## config.mk

```make
export PLATFORM = sky130hd
export DESIGN_NAME = sw_input_port_flat
export DESIGN_NICKNAME = d
export VERILOG_FILES = /design/src/rtl/sw_input_port_if.sv /design/src/rtl/sw_input_port.sv /design/src/flat_wrapper.sv
export SDC_FILE = /design/constraint.sdc
export NUM_CORES = 1
export LEC_CHECK = 0
export CELL_PAD_IN_SITES_DETAIL_PLACEMENT = 1
export CELL_PAD_IN_SITES_GLOBAL_PLACEMENT = 1
export CORE_UTILIZATION = 40
export DETAILED_ROUTE_END_ITERATION = 12
export PLACE_DENSITY_LB_ADDON = 0.1
export SYNTH_ARGS = -nofsm -noshare
export SYNTH_HDL_FRONTEND = slang
export SYNTH_SLANG_ARGS = --single-unit
```

## constraint.sdc

```tcl
create_clock -name clk -period 2.2 [get_ports clk]
set_input_delay 0.55 -clock clk [delete_from_list [all_inputs] [get_ports clk]]
set_output_delay 0.55 -clock clk [all_outputs]
set_load 0.05 [all_outputs]
```

## src/rtl/sw_input_port_if.sv

```systemverilog
// ---------------------------------------------------------------------------
// sw_input_port_if
//   Valid/ready link that carries one captured switch byte at a time from the
//   switch input port to the processor input register (Ri).
//
//   Signals:
//     ri        data word, meaningful while ri_valid is high
//     ri_valid  source has a word available
//     ri_ready  sink takes the word on this clock edge
//
//   Modports:
//     master    the producer side (sw_input_port)
//     slave     the consumer side (processor / testbench)
// ---------------------------------------------------------------------------
interface sw_input_port_if #(
    parameter int bits = 8
) ();
    logic [bits-1:0] ri;
    logic            ri_valid;
    logic            ri_ready;

    modport master (
        output ri,
        output ri_valid,
        input  ri_ready
    );

    modport slave (
        input  ri,
        input  ri_valid,
        output ri_ready
    );
endinterface

```

## src/rtl/sw_input_port.sv

```systemverilog
// ---------------------------------------------------------------------------
// sw_input_port
//   Board-side input path for the K2 processor. The 8 user switches are
//   captured whenever the centre button completes a debounced press, and each
//   captured byte is queued in a small FIFO whose head is offered to the
//   processor's Ri register over a valid/ready link.
//
//   Ports:
//     clk         system clock
//     rst         synchronous, active-high reset
//     sw          raw switch inputs (asynchronous to clk)
//     btn         raw push button (asynchronous to clk, bouncy)
//     ri_bus      master side of sw_input_port_if (ri, ri_valid, ri_ready)
//     fifo_count  current queue occupancy, 0..FIFO_DEPTH
//     overflow    sticky: a capture was dropped because the queue was full
//
//   Parameters:
//     bits             width of the captured word
//     DEBOUNCE_CYCLES  consecutive stable cycles confirming press/release (>=2)
//     FIFO_DEPTH       queue entries (power of two, >=2)
//     REPEAT_CYCLES    auto-repeat period while the button is held
//
//   Build option:
//     AUTO_REPEAT_EN   when defined, a held button re-captures the switches
//                      every REPEAT_CYCLES cycles. Undefined: one capture per
//                      press and no repeat counter is built.
// ---------------------------------------------------------------------------
module sw_input_port #(
    parameter int bits            = 8,
    parameter int DEBOUNCE_CYCLES = 1_000_000,
    parameter int FIFO_DEPTH      = 4,
    parameter int REPEAT_CYCLES   = 50_000_000
) (
    input  logic                          clk,
    input  logic                          rst,
    input  logic [bits-1:0]               sw,
    input  logic                          btn,
    sw_input_port_if.master               ri_bus,
    output logic [$clog2(FIFO_DEPTH):0]   fifo_count,
    output logic                          overflow
);

    // -----------------------------------------------------------------------
    // Elaboration-time parameter sanity check
    // -----------------------------------------------------------------------
    if (DEBOUNCE_CYCLES < 2 || FIFO_DEPTH < 2 ||
        (FIFO_DEPTH & (FIFO_DEPTH - 1)) != 0 || REPEAT_CYCLES < 1) begin : g_param_check
        $error("sw_input_port: illegal parameter value");
    end

    localparam int AW    = $clog2(FIFO_DEPTH);
    localparam int PTR_W = AW + 1;
    localparam int DB_W  = $clog2(DEBOUNCE_CYCLES);

    // The counter is compared against DEBOUNCE_CYCLES-2 rather than -1: the
    // cycle that moves the FSM into a WAIT state already saw one stable
    // sample, so the confirming transition lands on the DEBOUNCE_CYCLES-th
    // consecutive stable sample and cap fires one cycle later.
    localparam logic [DB_W-1:0] DB_LAST = DB_W'(DEBOUNCE_CYCLES - 2);

    // -----------------------------------------------------------------------
    // Two-flop synchronizers
    // -----------------------------------------------------------------------
    logic [bits-1:0] sw_meta_reg;
    logic [bits-1:0] sw_s_reg;
    logic            btn_meta_reg;
    logic            btn_s_reg;

    always_ff @(posedge clk) begin
        if (rst) begin
            sw_meta_reg  <= '0;
            sw_s_reg     <= '0;
            btn_meta_reg <= 1'b0;
            btn_s_reg    <= 1'b0;
        end else begin
            sw_meta_reg  <= sw;
            sw_s_reg     <= sw_meta_reg;
            btn_meta_reg <= btn;
            btn_s_reg    <= btn_meta_reg;
        end
    end

    // -----------------------------------------------------------------------
    // Debounce FSM with registered one-cycle capture pulse
    // -----------------------------------------------------------------------
    typedef enum logic [1:0] {
        IDLE,
        WAIT_PRESS,
        PRESSED,
        WAIT_RELEASE
    } state_t;

    state_t          state_reg;
    logic [DB_W-1:0] db_cnt_reg;
    logic            cap_reg;

`ifdef AUTO_REPEAT_EN
    localparam int REP_W = (REPEAT_CYCLES > 1) ? $clog2(REPEAT_CYCLES) : 1;
    localparam logic [REP_W-1:0] REP_LAST = REP_W'(REPEAT_CYCLES - 1);
    logic [REP_W-1:0] rep_cnt_reg;
`endif

    always_ff @(posedge clk) begin
        if (rst) begin
            state_reg   <= IDLE;
            db_cnt_reg  <= '0;
            cap_reg     <= 1'b0;
`ifdef AUTO_REPEAT_EN
            rep_cnt_reg <= '0;
`endif
        end else begin
            cap_reg <= 1'b0;
            case (state_reg)
                IDLE: begin
                    if (btn_s_reg) begin
                        state_reg  <= WAIT_PRESS;
                        db_cnt_reg <= '0;
                    end
                end

                WAIT_PRESS: begin
                    if (!btn_s_reg) begin
                        state_reg <= IDLE;
                    end else if (db_cnt_reg == DB_LAST) begin
                        state_reg   <= PRESSED;
                        db_cnt_reg  <= '0;
                        cap_reg     <= 1'b1;
`ifdef AUTO_REPEAT_EN
                        rep_cnt_reg <= '0;
`endif
                    end else begin
                        db_cnt_reg <= db_cnt_reg + DB_W'(1);
                    end
                end

                PRESSED: begin
                    if (!btn_s_reg) begin
                        state_reg   <= WAIT_RELEASE;
                        db_cnt_reg  <= '0;
`ifdef AUTO_REPEAT_EN
                        rep_cnt_reg <= '0;
`endif
                    end
`ifdef AUTO_REPEAT_EN
                    else if (rep_cnt_reg == REP_LAST) begin
                        // Held long enough: take another sample of the switches.
                        cap_reg     <= 1'b1;
                        rep_cnt_reg <= '0;
                    end else begin
                        rep_cnt_reg <= rep_cnt_reg + REP_W'(1);
                    end
`endif
                end

                WAIT_RELEASE: begin
                    if (btn_s_reg) begin
                        // Release bounce: still pressed, no new capture.
                        state_reg   <= PRESSED;
`ifdef AUTO_REPEAT_EN
                        rep_cnt_reg <= '0;
`endif
                    end else if (db_cnt_reg == DB_LAST) begin
                        state_reg  <= IDLE;
                        db_cnt_reg <= '0;
                    end else begin
                        db_cnt_reg <= db_cnt_reg + DB_W'(1);
                    end
                end

                default: begin
                    state_reg  <= IDLE;
                    db_cnt_reg <= '0;
                end
            endcase
        end
    end

    // -----------------------------------------------------------------------
    // Capture FIFO
    //   Pointers carry one extra wrap bit so that full (difference ==
    //   FIFO_DEPTH) and empty (difference == 0) are distinct.
    // -----------------------------------------------------------------------
    logic [bits-1:0]  mem [FIFO_DEPTH];
    logic [PTR_W-1:0] wr_ptr_reg;
    logic [PTR_W-1:0] rd_ptr_reg;
    logic             overflow_reg;

    logic [PTR_W-1:0] count;
    logic             empty;
    logic             full;
    logic             pop;
    logic             push;
    logic             drop;

    assign count = wr_ptr_reg - rd_ptr_reg;
    assign empty = (count == '0);
    assign full  = (count == PTR_W'(FIFO_DEPTH));
    assign pop   = !empty && ri_bus.ri_ready;
    // A full queue still accepts the capture when the head leaves this cycle.
    assign push  = cap_reg && (!full || pop);
    assign drop  = cap_reg && full && !pop;

    always_ff @(posedge clk) begin
        if (push) begin
            mem[wr_ptr_reg[AW-1:0]] <= sw_s_reg;
        end
    end

    always_ff @(posedge clk) begin
        if (rst) begin
            wr_ptr_reg   <= '0;
            rd_ptr_reg   <= '0;
            overflow_reg <= 1'b0;
        end else begin
            if (push) begin
                wr_ptr_reg <= wr_ptr_reg + PTR_W'(1);
            end
            if (pop) begin
                rd_ptr_reg <= rd_ptr_reg + PTR_W'(1);
            end
            if (drop) begin
                overflow_reg <= 1'b1;
            end
        end
    end

    // Head is read combinationally so data and valid appear together; an
    // empty queue presents zero instead of a stale or uninitialised entry.
    assign ri_bus.ri       = empty ? '0 : mem[rd_ptr_reg[AW-1:0]];
    assign ri_bus.ri_valid = !empty;
    assign fifo_count      = count;
    assign overflow        = overflow_reg;

endmodule

```

## src/flat_wrapper.sv

```systemverilog
// flat-port wrapper written by rule: the top's interface ports become plain ports
module sw_input_port_flat 
#(
    parameter int bits            = 8,
    parameter int DEBOUNCE_CYCLES = 1_000_000,
    parameter int FIFO_DEPTH      = 4,
    parameter int REPEAT_CYCLES   = 50_000_000
)
  (clk, rst, sw, btn, fifo_count, overflow, ri_bus_ri, ri_bus_ri_valid, ri_bus_ri_ready);
  sw_input_port_if #(.bits(bits)) ri_bus_i ();
  input  logic clk;
  input  logic rst;
  input  logic [bits-1:0] sw;
  input  logic btn;
  output logic [$clog2(FIFO_DEPTH):0] fifo_count;
  output logic overflow;
  output wire logic [$bits(ri_bus_i.ri)-1:0] ri_bus_ri;
  output wire logic [$bits(ri_bus_i.ri_valid)-1:0] ri_bus_ri_valid;
  input wire logic [$bits(ri_bus_i.ri_ready)-1:0] ri_bus_ri_ready;
  assign ri_bus_ri = ri_bus_i.ri;
  assign ri_bus_ri_valid = ri_bus_i.ri_valid;
  assign ri_bus_i.ri_ready = ri_bus_ri_ready;
  sw_input_port #(.bits(bits), .DEBOUNCE_CYCLES(DEBOUNCE_CYCLES), .FIFO_DEPTH(FIFO_DEPTH), .REPEAT_CYCLES(REPEAT_CYCLES)) u_core (.clk(clk), .rst(rst), .sw(sw), .btn(btn), .ri_bus(ri_bus_i), .fifo_count(fifo_count), .overflow(overflow));
endmodule
```

### Yosys cells after proc, flatten, opt, wreduce, memory -nomap -nowiden

Memory sizes are Yosys's and may differ from the RTL's. A register that Yosys moved wholly into a read port is not among the register bits.
Cells that the tools add are included.

| operators by class | value |
|---|---|
| $add $sub $neg | 4 |
| equality and inequality tests | 11 |
| multiplexer cells | 19 |
| bitwise operators | 2 |
| reductions and logical operators | 13 |

Operators with widths:

| kind | number |
|---|---|
| $mux W20 | 5 |
| $pmux W20 S4 | 1 |
| $add A20 B1 Y20 const B | 1 |
| $eq A20 B20 Y1 const B | 1 |
| $mux W2 | 8 |
| $mux W8 | 1 |
| $pmux W2 S4 | 1 |
| $reduce_and A4 Y1 | 2 |
| $add A3 B1 Y3 const B | 2 |
| $eq A2 B2 Y1 const B | 2 |
| $logic_and A1 B1 Y1 | 4 |
| $ne A2 B1 Y1 const B | 2 |
| $ne A2 B2 Y1 const B | 2 |
| $eq A3 B3 Y1 const B | 1 |
| $logic_not A1 Y1 | 3 |
| $logic_not A3 Y1 | 1 |
| $mux W1 | 3 |
| $ne A3 B1 Y1 const B | 1 |
| $ne A3 B3 Y1 const B | 1 |
| $reduce_or A3 Y1 | 1 |
| $sub A3 B3 Y3 | 1 |
| $eq A2 B1 Y1 const B | 1 |
| $logic_not A2 Y1 | 1 |
| $not A1 Y1 | 2 |
| $logic_or A1 B1 Y1 | 1 |

| word-level totals | value |
|---|---|
| register bits | 48 |
| RAM bits | 32 |
| input port bits | 12 |
| output and inout bits | 13 |
| word-level logic and storage cells | 60 |
| memories | 1 |

Memories:

| name | depth | width | rd ports | clocked after memory_dff | wr ports | RTL line | text |
|---|---|---|---|---|---|---|---|
| u_core.mem | 4 | 8 | 1 | 1 | 1 | sw_input_port.sv:183 | `logic [bits-1:0] mem [FIFO_DEPTH];` |

### Longest topological paths before layout

| depth | value |
|---|---|
| depth after elaboration | 8 |
| gate-level depth with buffers | 7 |
| depth with buffers taken out | 7 |

### Worst setup path before layout

Ideal clock, no wire load.

| timing | value |
|---|---|
| kind | reg-to-output |
| start | reg u_core.wr_ptr_reg[0] |
| end | out ri_bus_ri[0] |
| arrival | 2.630 ns |
| required time | 1.650 ns |
| slack | -0.980 ns |
| cell stages (with the launch flop) | 7 |
| path buffers | 0 |
| path through | dfxtp_1 inv_1 ha_1 fa_1 xor3_1 nor2_1 nor2b_1 |

| between the ends | value |
|---|---|
| word-level cells in the longest chain between the ends | 3 |

RTL lines:

| item | RTL line | text |
|---|---|---|
| start: declaration | sw_input_port.sv:184 | `logic [PTR_W-1:0] wr_ptr_reg;` |
| start signal: assignment | sw_input_port.sv:216 | `wr_ptr_reg <= wr_ptr_reg + PTR_W'(1);` |
| $sub A3 B3 Y3 | sw_input_port.sv:195 | `assign count = wr_ptr_reg - rd_ptr_reg;` |
| net fifo_count[2] | flat_wrapper.sv:15 | `output logic [$clog2(FIFO_DEPTH):0] fifo_count;` |
| $logic_not A3 Y1 | sw_input_port.sv:196 | `assign empty = (count == '0);` |
| $mux W8 | sw_input_port.sv:229 | `assign ri_bus.ri = empty ? '0 : mem[rd_ptr_reg[AW-1:0]];` |
| end: declaration | flat_wrapper.sv:17 | `output wire logic [$bits(ri_bus_i.ri)-1:0] ri_bus_ri;` |

The timed path passes the listed nets, and every way through them passes these cells.

### Final worst setup path

| timing | value |
|---|---|
| start | reg u_core.wr_ptr_reg[0] |
| end | out ri_bus_ri[7] |

| between the ends | value |
|---|---|
| word-level cells in the longest chain between the ends | 3 |

RTL lines:

| item | RTL line |
|---|---|
| $sub A3 B3 Y3 | sw_input_port.sv:195 |
| $logic_not A3 Y1 | sw_input_port.sv:196 |
| $mux W8 | sw_input_port.sv:229 |

Every way passes these cells.

==> impl_metrics.py <==
metrics = {
    "outcome": {
        "status": "finished with violations",
        "violations": "setup timing",
    },
    "die": {
        "core_area_um2": 8220,
        "start_util": 0.411,
        "num_rows": 33,
        "die_w_um": 93.9,
        "dieArea_um2": 8820,
        "die_h_um": 93.9,
        "ios": 25,
    },
    "sta": {
        "fmax_mhz": 393,
        "fin_hold_ws_ns": 0.434,
        "hold_viol": 0,
        "fin_skew_ns": 0.0142,
        "slew_viol_final": 0,
        "fin_crit_ns": 2.55,
        "rsz0062_at_grt": "yes",
        "timing.final.crit_share": 1.16,
        "setup_viol": 43,
        "setup_ws_ns": -0.346,
        "tightest_slew_ns": 0.487,
        "relSlewSlack": 0.675,
    },
    "power": {
        "clock_power_share": 0.242,
        "seqPwrFrac": 0.352,
        "switching_share": 0.359,
        "peakVddDrop_uv": 543,
        "power.switching_mw": 1.68,
        "power_frac_comb": 0.406,
        "p_int_mw": 3.00,
        "power_density_nw_per_um2": 1080,
        "static-leakage-power_nw": 1.51,
    },
    "synthesis": {
        "synthFlopType": "dfxtp_1",
        "synthArstFlopShare": 0,
        "yosysTopAreaCellShare": 0.296,
        "ys_seq_elements": 82,
        "synth_fp_nets": 299,
        "seq_area_frac_synth": 0.580,
        "ys_top_cells_by_area": "dfxtp_1 30%, edfxtp_1 28%, mux4_2 5.3%",
        "syn_avg_cell_area_um2": 12.2,
        "syn_inst": 278,
        "synth-edff-count": 32,
        "netlist_top_cells_count": "50 x dfxtp_1, 32 x edfxtp_1, 27 x nor2b_1",
        "yosysWarnings": 0,
        "synth_area_leader_cell": "dfxtp_1",
        "netlist_area_um2": 3380,
        "yosysMostFrequentCell": "dfxtp_1",
        "synth_cell_type_count": 45,
    },
    "detailed_routing": {
        "ant_nets": 0,
        "drt-vias-per-instance": 5.09,
        "routed_wl_um": 7020,
        "highest_layer": "met4",
        "dr_total_vias": 2266,
        "drc": 0,
        "wl_per_cell_um": 15.8,
        "met1_length_um": 3540,
        "dr.pass1.iters": 4,
        "met2_length_um": 3270,
        "first_iter_violations": 82,
        "met3_length_um": 153,
    },
    "clock_network": {
        "cts.root.buffer_cell": "clkbuf_8",
        "clk_pin_slew_ns": 0.09,
        "h-tree-depth": 3,
        "cts_hold_buf": 0,
        "clock-sinks": 82,
        "cts_buffer_depth": 2,
        "clk_latency_ns": 0.36,
        "cts-buffers-inserted": 9,
        "cts_tree": "done",
    },
    "worst_setup_path": {
        "endpoint_kind": "primary output",
        "cpPeakStageDelay_ns": 0.35,
        "start_kind": "register",
        "path_class": "reg -> out",
        "required_ns": 1.65,
        "critPathSlowestCell": "fa_2",
        "cp_cell_sequence": "inv_2 > ha_4 > fa_2 > xor3_2 > nor2_4 > buf_12 > nor2b_2 > buf_6",
        "arrival_ns": 2.00,
        "crit_fanout": 8,
    },
    "run": {
        "maxCapViolations": 0,
    },
    "finish": {
        "syn2layout_area_growth_pct": 28.1,
        "fillers": 867,
        "nets": 356,
        "layout-drive-gt1-share": 0.291,
        "fin_cells": 445,
        "diodes": 0,
        "largest_reg_flops": 32,
    },
    "place": {
        "hpwl_um": 5050,
        "placed_cells": 424,
        "gp_congestion": 0.743,
        "port_buffers": 24,
    },
    "hold_path": {
        "holdCritPathClass": "reg -> reg",
    },
    "global_route": {
        "grt_pass1_vias": 2284,
        "grt_max_degree": 28,
        "grt.total_usage": 0.177,
        "antenna_found_initial": 0,
        "gr-total-overflow": 0,
        "grt_pass1_wl_um": 11500,
    },
}
area by class of cell:
cell class / count / area [µm²] / area share
Sequential cell: 82 / 1960 / 0.453
Multi-Input combinational cell: 167 / 1400 / 0.324
Timing Repair Buffer: 58 / 557 / 0.129
Clock buffer: 10 / 138 / 0.0318
Tap cell: 105 / 131 / 0.0303
Clock inverter: 6 / 72.6 / 0.0168
Inverter: 17 / 67.6 / 0.0156
metrics by stage:
| stage | setup WS [ns] | area, µm² | util | power [mW] | setup TNS [ns] |
|---|---|---|---|---|---|
| 6_report | -0.346 | 4330 | 0.527 | 4.68 | -6.96 |
| 3_3_place_gp | -0.0559 | 4030 | 0.490 | 3.39 | -0.411 |
| 5_1_grt | -0.436 | 4330 | 0.527 | 4.89 | -10.17 |
| 2_1_floorplan | -0.426 | 3470 | - | 2.79 | -2.66 |
| 4_1_cts | -0.419 | 4320 | 0.525 | 4.75 | -12.09 |
| 3_5_place_dp | -0.0911 | 4030 | 0.490 | 3.42 | -2.23 |
worst paths after layout:
path	depth (start not counted)	end	startpoint	slack, ns
max	8	ri_bus_ri[7]	u_core.wr_ptr_reg[0]	-0.35
min	1	u_core.sw_s_reg[3]	u_core.sw_meta_reg[3]	0.43
max reg2reg	9	u_core.mem[1][0]	u_core.wr_ptr_reg[0]	-0.12
min reg2reg	1	u_core.sw_s_reg[3]	u_core.sw_meta_reg[3]	0.43
cells by family (layout without fill, tap and decap cells):
| logic type | count (synthesis) | count (layout) | share of synthesized area |
|---|---|---|---|
| AO/OA/AOI/OAI | 41 | 41 | 0.0851 |
| XOR/XNOR | 14 | 14 | 0.0429 |
| flip-flops | 82 | 82 | 0.580 |
| adder cells (fa/ha/maj) | 9 | 9 | 0.0355 |
| multiplexers | 10 | 10 | 0.0592 |
| AND/OR/NAND/NOR | 93 | 93 | 0.164 |
| buffers and inverters | 29 | 91 | 0.0333 |
repair_timing:
action / 4_1_cts / 5_1_grt
endpoints found under the setup margin: 43 / 59
resized for setup: 13 / 4
setup buffers: 4 / 3
pin swaps: 3 / 2
worst max-delay path: cells and delay by family (launching register included):
| family | cells | cell delay (ns) |
|---|---|---|
| fa+ha+maj | 2 | 0.50 |
| flops | 1 | 0.34 |
| xor+xnor | 1 | 0.27 |
| simple gates | 2 | 0.19 |
| buf+inv | 3 | 0.36 |
cells in the final DEF, fill, tap and decap left out, drive strengths merged, types with 9 or more instances in the layout:
| cell | count |
|---|---|
| a22oi | 11 |
| edfxtp | 32 |
| dfxtp | 50 |
| a21oi | 11 |
| buf | 46 |
| clkbuf | 10 |
| nor2b | 27 |
| or4 | 9 |
| nand2 | 10 |
| nand3 | 9 |
| inv | 18 |
| clkdlybuf4s50 | 12 |
layer usage:
layer / vias up / global-route usage
met1: 1105 / 0.242
met4: 0 / 0.0667
met2: 25 / 0.273
li1: 1128 / -
met3: 8 / 0.0413
met5: - / 0
power groups by stage:
stage                     clock [mW]  combinational (mW)  sequential [mW]
final                           1.13                1.90             1.65
after global routing            1.22                2.01             1.65
after CTS                       1.17                1.93             1.65
after detailed placement           0                1.74             1.68
after global placement             0                1.71             1.68
after floorplan                    0                1.12             1.66
Power figures use the tool's default switching activity.
==> patch 1 (same settings) <==
`bits` is set to 8 in 3 places; all go to 9.
--- a/src/rtl/sw_input_port_if.sv
+++ b/src/rtl/sw_input_port_if.sv
@@ -13,7 +13,7 @@
 //     slave     the consumer side (processor / testbench)
 // ---------------------------------------------------------------------------
 interface sw_input_port_if #(
-    parameter int bits = 8
+    parameter int bits = 9
 ) ();
     logic [bits-1:0] ri;
     logic            ri_valid;
--- a/src/rtl/sw_input_port.sv
+++ b/src/rtl/sw_input_port.sv
@@ -26,7 +26,7 @@
 //                      press and no repeat counter is built.
 // ---------------------------------------------------------------------------
 module sw_input_port #(
-    parameter int bits            = 8,
+    parameter int bits            = 9,
     parameter int DEBOUNCE_CYCLES = 1_000_000,
     parameter int FIFO_DEPTH      = 4,
     parameter int REPEAT_CYCLES   = 50_000_000
--- a/src/flat_wrapper.sv
+++ b/src/flat_wrapper.sv
@@ -1,7 +1,7 @@
 // flat-port wrapper written by rule: the top's interface ports become plain ports
 module sw_input_port_flat 
 #(
-    parameter int bits            = 8,
+    parameter int bits            = 9,
     parameter int DEBOUNCE_CYCLES = 1_000_000,
     parameter int FIFO_DEPTH      = 4,
     parameter int REPEAT_CYCLES   = 50_000_000
Interface: changed (resized ri_bus_ri and sw); port bits go from 25 to 27. The function was not compared with the original's and may differ.
==> patch 1 against the original RTL <==
The run still ends with setup timing left. Area after synthesis increased by 5.6%. Non-clock buffer count shrank 2. Final area grew 8.5%. Setup slack worse by 22 ps. Wire length grew 9.4%. Count of clock-buffer cells in the layout down 1. Global-route usage rose by 0.50 points. Sequential power up 7%. Power rose by 5.3%. Clock skew is 2.7 ps lower. Sequential cell count rose by 6. Largest cell class unchanged. Highest routed layer unchanged.
==> patch 1: results (changes against the original RTL) <==
| Metric | Value |
|---|---|
| Status | finished with violations |
| Failing checks | setup timing |
| Hold_ws | 440 ps (+6.23 ps) |
| Total number of vias | 2,377 (+4.9%) |
| Adder-Cell Fraction of Synth Area | 3.37% (-0.19 points) |
| Yosys cell types | 44 (-2.2%) |
| Cell area after placement | 4300 um2 (+6.9%) |
| Worst Min Path Start | u_core.sw_meta_reg[6] |
| Crit-path max FO | 5 (-3) |
| Final setup vio count | 52 (+21%) |
| Syn_area_per_cell | 12.5 um2 (+2.6%) |
| Synth top area cells | edfxtp_1, dfxtp_1, mux4_2 |
| Post-synthesis sequential area ratio | 59.5% (+1.4 points) |
| Final Net Count | 370 (+3.9%) |
| Power Density | 1050 nW/um2 (-2.9%) |
| Final HPWL DP | 5.18 mm (+2.5%) |
| Sequential Power Share | 35.8% (+0.6 points) |
| Skew final | 11.5 ps (-2.67 ps) |
| EDFF count, synth | 36 (+13%) |
| Final setup margin | -368 ps (-21.9 ps) |
| Final GP Congestion | 0.803 (+8.1%) |
| GRT Total Usage | 18.2% (+0.50 points) |
| Filler Cells Inserted | 888 (+2.4%) |
| R2r setup slk | -260 ps (-140 ps) |
| Net Count, Synth | 308 (+3.0%) |
| Post-route setup TNS | -12,260 ps (-5300 ps) |
| Worst-Margin Slew | 557 ps (+70.7 ps) |
| Largest net degree at the start of global routing | 18 (-36%) |
| First-pass GRT wire length | 12.4 mm (+8.1%) |
| Vias in the first global route | 2,510 (+9.9%) |
| Pre-CTS setup slack | -155 ps (-63.6 ps) |
| Initial DRC Count | 56 (-32%) |
| Finished Layout Cells | 461 (+3.6%) |
| FF-to-FF End | u_core.mem[2][2] |
| IO buf count | 26 (+8.3%) |
| Post-synth top cells | dfxtp_1, edfxtp_1, nor2_1 |
| Int Pwr | 3.35 mW (+12%) |
| Crit path DAT | 2020 ps (+20 ps) |
| Pleak | 1.64 nW (+8.1%) |
| Synth Area in XOR/XNOR | 4.31% (+0.020 points) |
[patch 1: cell types whose count changed after synthesis, sizes merged, moves of 7 or more]
cell,before,now
nor2,8,25
nand3,9,16
a22oi,11,0
inv,17,10
o31ai,7,0
or4,9,0
[patch 1: layout make-up]
type	instances	share of cell area, %
sequential	88	45.3
multi-input combinational	183	32.3
timing repair buffer	56	13.7
tap	108	2.88
clock buffer	9	2.64
clock inverter	7	2.21
inverter	10	0.932
[patch 1: layer usage]
metal  up-vias  GRT usage (%)  part of all wire [%]
met2        31           33.2                    54
li1       1153              -                     -
met5         -              0                     0
met4         0           7.11                   1.6
met3        11           2.82                   1.8
met1      1182           21.4                    43
[patch 1: repair_timing]
item	4_1_cts	5_1_grt
hold buffers	0	0
pin swaps	3	16
resized for setup	12	14
setup endpoints to repair	50	48
gates cloned	3	1
buffers inserted	5	2
==> patch 2 (same flow settings) <==
Made on the original files. Make the reset (`rst`) asynchronous in 3 clocked blocks. Comments in the files are not updated.
--- a/src/rtl/sw_input_port.sv
+++ b/src/rtl/sw_input_port.sv
@@ -66,7 +66,7 @@
     logic            btn_meta_reg;
     logic            btn_s_reg;
 
-    always_ff @(posedge clk) begin
+    always_ff @(posedge clk or posedge rst) begin
         if (rst) begin
             sw_meta_reg  <= '0;
             sw_s_reg     <= '0;
@@ -100,7 +100,7 @@
     logic [REP_W-1:0] rep_cnt_reg;
 `endif
 
-    always_ff @(posedge clk) begin
+    always_ff @(posedge clk or posedge rst) begin
         if (rst) begin
             state_reg   <= IDLE;
             db_cnt_reg  <= '0;
@@ -206,7 +206,7 @@
         end
     end
 
-    always_ff @(posedge clk) begin
+    always_ff @(posedge clk or posedge rst) begin
         if (rst) begin
             wr_ptr_reg   <= '0;
             rd_ptr_reg   <= '0;
Behaviour: same outputs for any inputs over 10 cycles, from zero or initial values and one cycle with rst high; that may be too few to reach the edited logic, so the function may still have changed.
==> patch 2 against the original RTL <==
Final area increased by 2.6%. Non-clock buffer count decreased by 6. Critical path depth fell by 2. Sequential cell count is 2 lower. Setup slack worse by 7.9 ps. The flow still finishes with violations (setup timing). Highest routed layer unchanged. Wire length is 2.9% higher. Critical endpoint is now fifo_count[1]. Power increased by 4.8%. Area after synthesis increased by 0.30%. Count of clock-buffer cells in the layout fell by 1.
==> patch 2: results (changes against the original RTL) <==
| Metric | Value |
|---|---|
| Status | finished with violations |
| Failing checks | setup timing |
| Vias per cell | 5.24 (+2.8%) |
| R2r setup slk | -220 ps (-100 ps) |
| Slowest stage cell, crit path | fa_2 |
| Post-synthesis sequential area ratio | 63.8% (+5.7 points) |
| Hold path depth | 0 (-1) |
| Net Count, Synth | 268 (-10%) |
| Initial DRC Count | 106 (+29%) |
| Crit-path max FO | 3 (-5) |
| Largest net degree at the start of global routing | 49 (+75%) |
| Met3 usage | 4.61% (+0.49 points) |
| Sequential Power Share | 33.7% (-1.5 points) |
| Filler Cells Inserted | 815 (-6.0%) |
| Worst Min Path Start | u_core.sw_meta_reg[7] |
| Compound-Gate Fraction of Synth Area | 5.42% (-3.1 points) |
| Synth async-reset ratio | 60.0% (+60 points) |
| First-pass GRT wire length | 12.0 mm (+4.4%) |
| Total power | 4.91 mW (+4.8%) |
| Met2 global-route usage | 28.6% (+1.3 points) |
| FF-to-FF End | u_core.wr_ptr_reg[2] |
| GR Util met1 | 26.0% (+1.8 points) |
| Adder-Cell Fraction of Synth Area | 3.54% (-0.010 points) |
| Synth top area cells | dfrtp_1, edfxtp_1, mux4_2 |
| Power Combinational | 2.00 mW (+5%) |
| Final GP Congestion | 0.724 (-2.5%) |
| Pleak | 1.82 nW (+20%) |
| Pre-CTS setup slack | -114 ps (-23.4 ps) |
| Yosys cell types | 45 (unchanged) |
| Skew final | 11.4 ps (-2.76 ps) |
| Synth Area in XOR/XNOR | 3.76% (-0.53 points) |
| Drt wl/cell | 17.4 um (+10%) |
| Mux contribution to synthesized area | 5.98% (+0.056 points) |
| Largest stage delay on the critical path | 610 ps (+260 ps) |
| Reg2reg start | u_core.rd_ptr_reg[0] |
| Post-synth top cells | dfrtp_1, edfxtp_1, nand2_1 |
| Slew HR | 67.5% (+0.088 points) |
| Int Pwr | 3.30 mW (+10%) |
| Hold Path Sink | u_core.sw_s_reg[7] |
| Vias in the first global route | 2,279 (-0.22%) |
| Final Net Count | 326 (-8.4%) |
| Final setup margin | -354 ps (-7.87 ps) |
| Final HPWL DP | 4.84 mm (-4.2%) |
| VDD IR max | 445 uV (-18%) |
| GRT Total Usage | 18.7% (+0.93 points) |
| Final setup vio count | 46 (+7.0%) |
[patch 2: repair_timing]
item	4_1_cts	5_1_grt
buffers inserted	3	1
endpoints found under the setup margin	12	47
gates cloned	2	0
gates resized for setup	7	5
pin swaps	15	6
[patch 2: stage by stage]
stage	cell area (um2)	instances	setup TNS, ps	hold slack, ps
global placement	4130	394	-466	331
global route	4440	415	-12830	366
finish	4440	415	-9610	355
detailed placement	4130	394	-983	336
floorplan	3480	247	-2980	331
CTS	4430	415	-7110	357
[patch 2: logic make-up after synthesis]
kind of cell / after synthesis
AO/OA/AOI/OAI: 25
XOR/XNOR: 13
adder cells (fa/ha/maj): 9
buffers and inverters: 15
flip-flops: 80
multiplexers: 10
AND/OR/NAND/NOR: 95
[patch 2: routing by layer]
layer | up-vias | share of wire (%) | routed length, um
li1 | 1024 | - | -
met4 | 0 | 1.4 | 100
met3 | 9 | 2.9 | 208
met5 | - | 0 | 0
met1 | 1107 | 47 | 3430
met2 | 33 | 48 | 3480
[patch 2: worst max path at each step]
stage,startpoint,end,slack [ps],cells after the start
floorplan,u_core.wr_ptr_reg[0],u_core.wr_ptr_reg[2],-90,8
global placement,u_core.rd_ptr_reg[0],ri_bus_ri[6],-60,6
detailed placement,u_core.rd_ptr_reg[0],ri_bus_ri[0],-110,6
CTS,u_core.rd_ptr_reg[0],ri_bus_ri[0],-360,6
global route,u_core.rd_ptr_reg[0],ri_bus_ri[0],-410,6
finish,u_core.rd_ptr_reg[0],fifo_count[1],-350,6
[patch 2: layout make-up]
| type | instances | area share [%] |
|---|---|---|
| repair buffers | 52 | 13.5 |
| clock buffers | 9 | 2.79 |
| multi-input cells | 154 | 28.9 |
| clock inverters | 7 | 2.45 |
| well taps | 105 | 2.96 |
| flip-flops and latches | 80 | 48.6 |
| inverters | 8 | 0.760 |
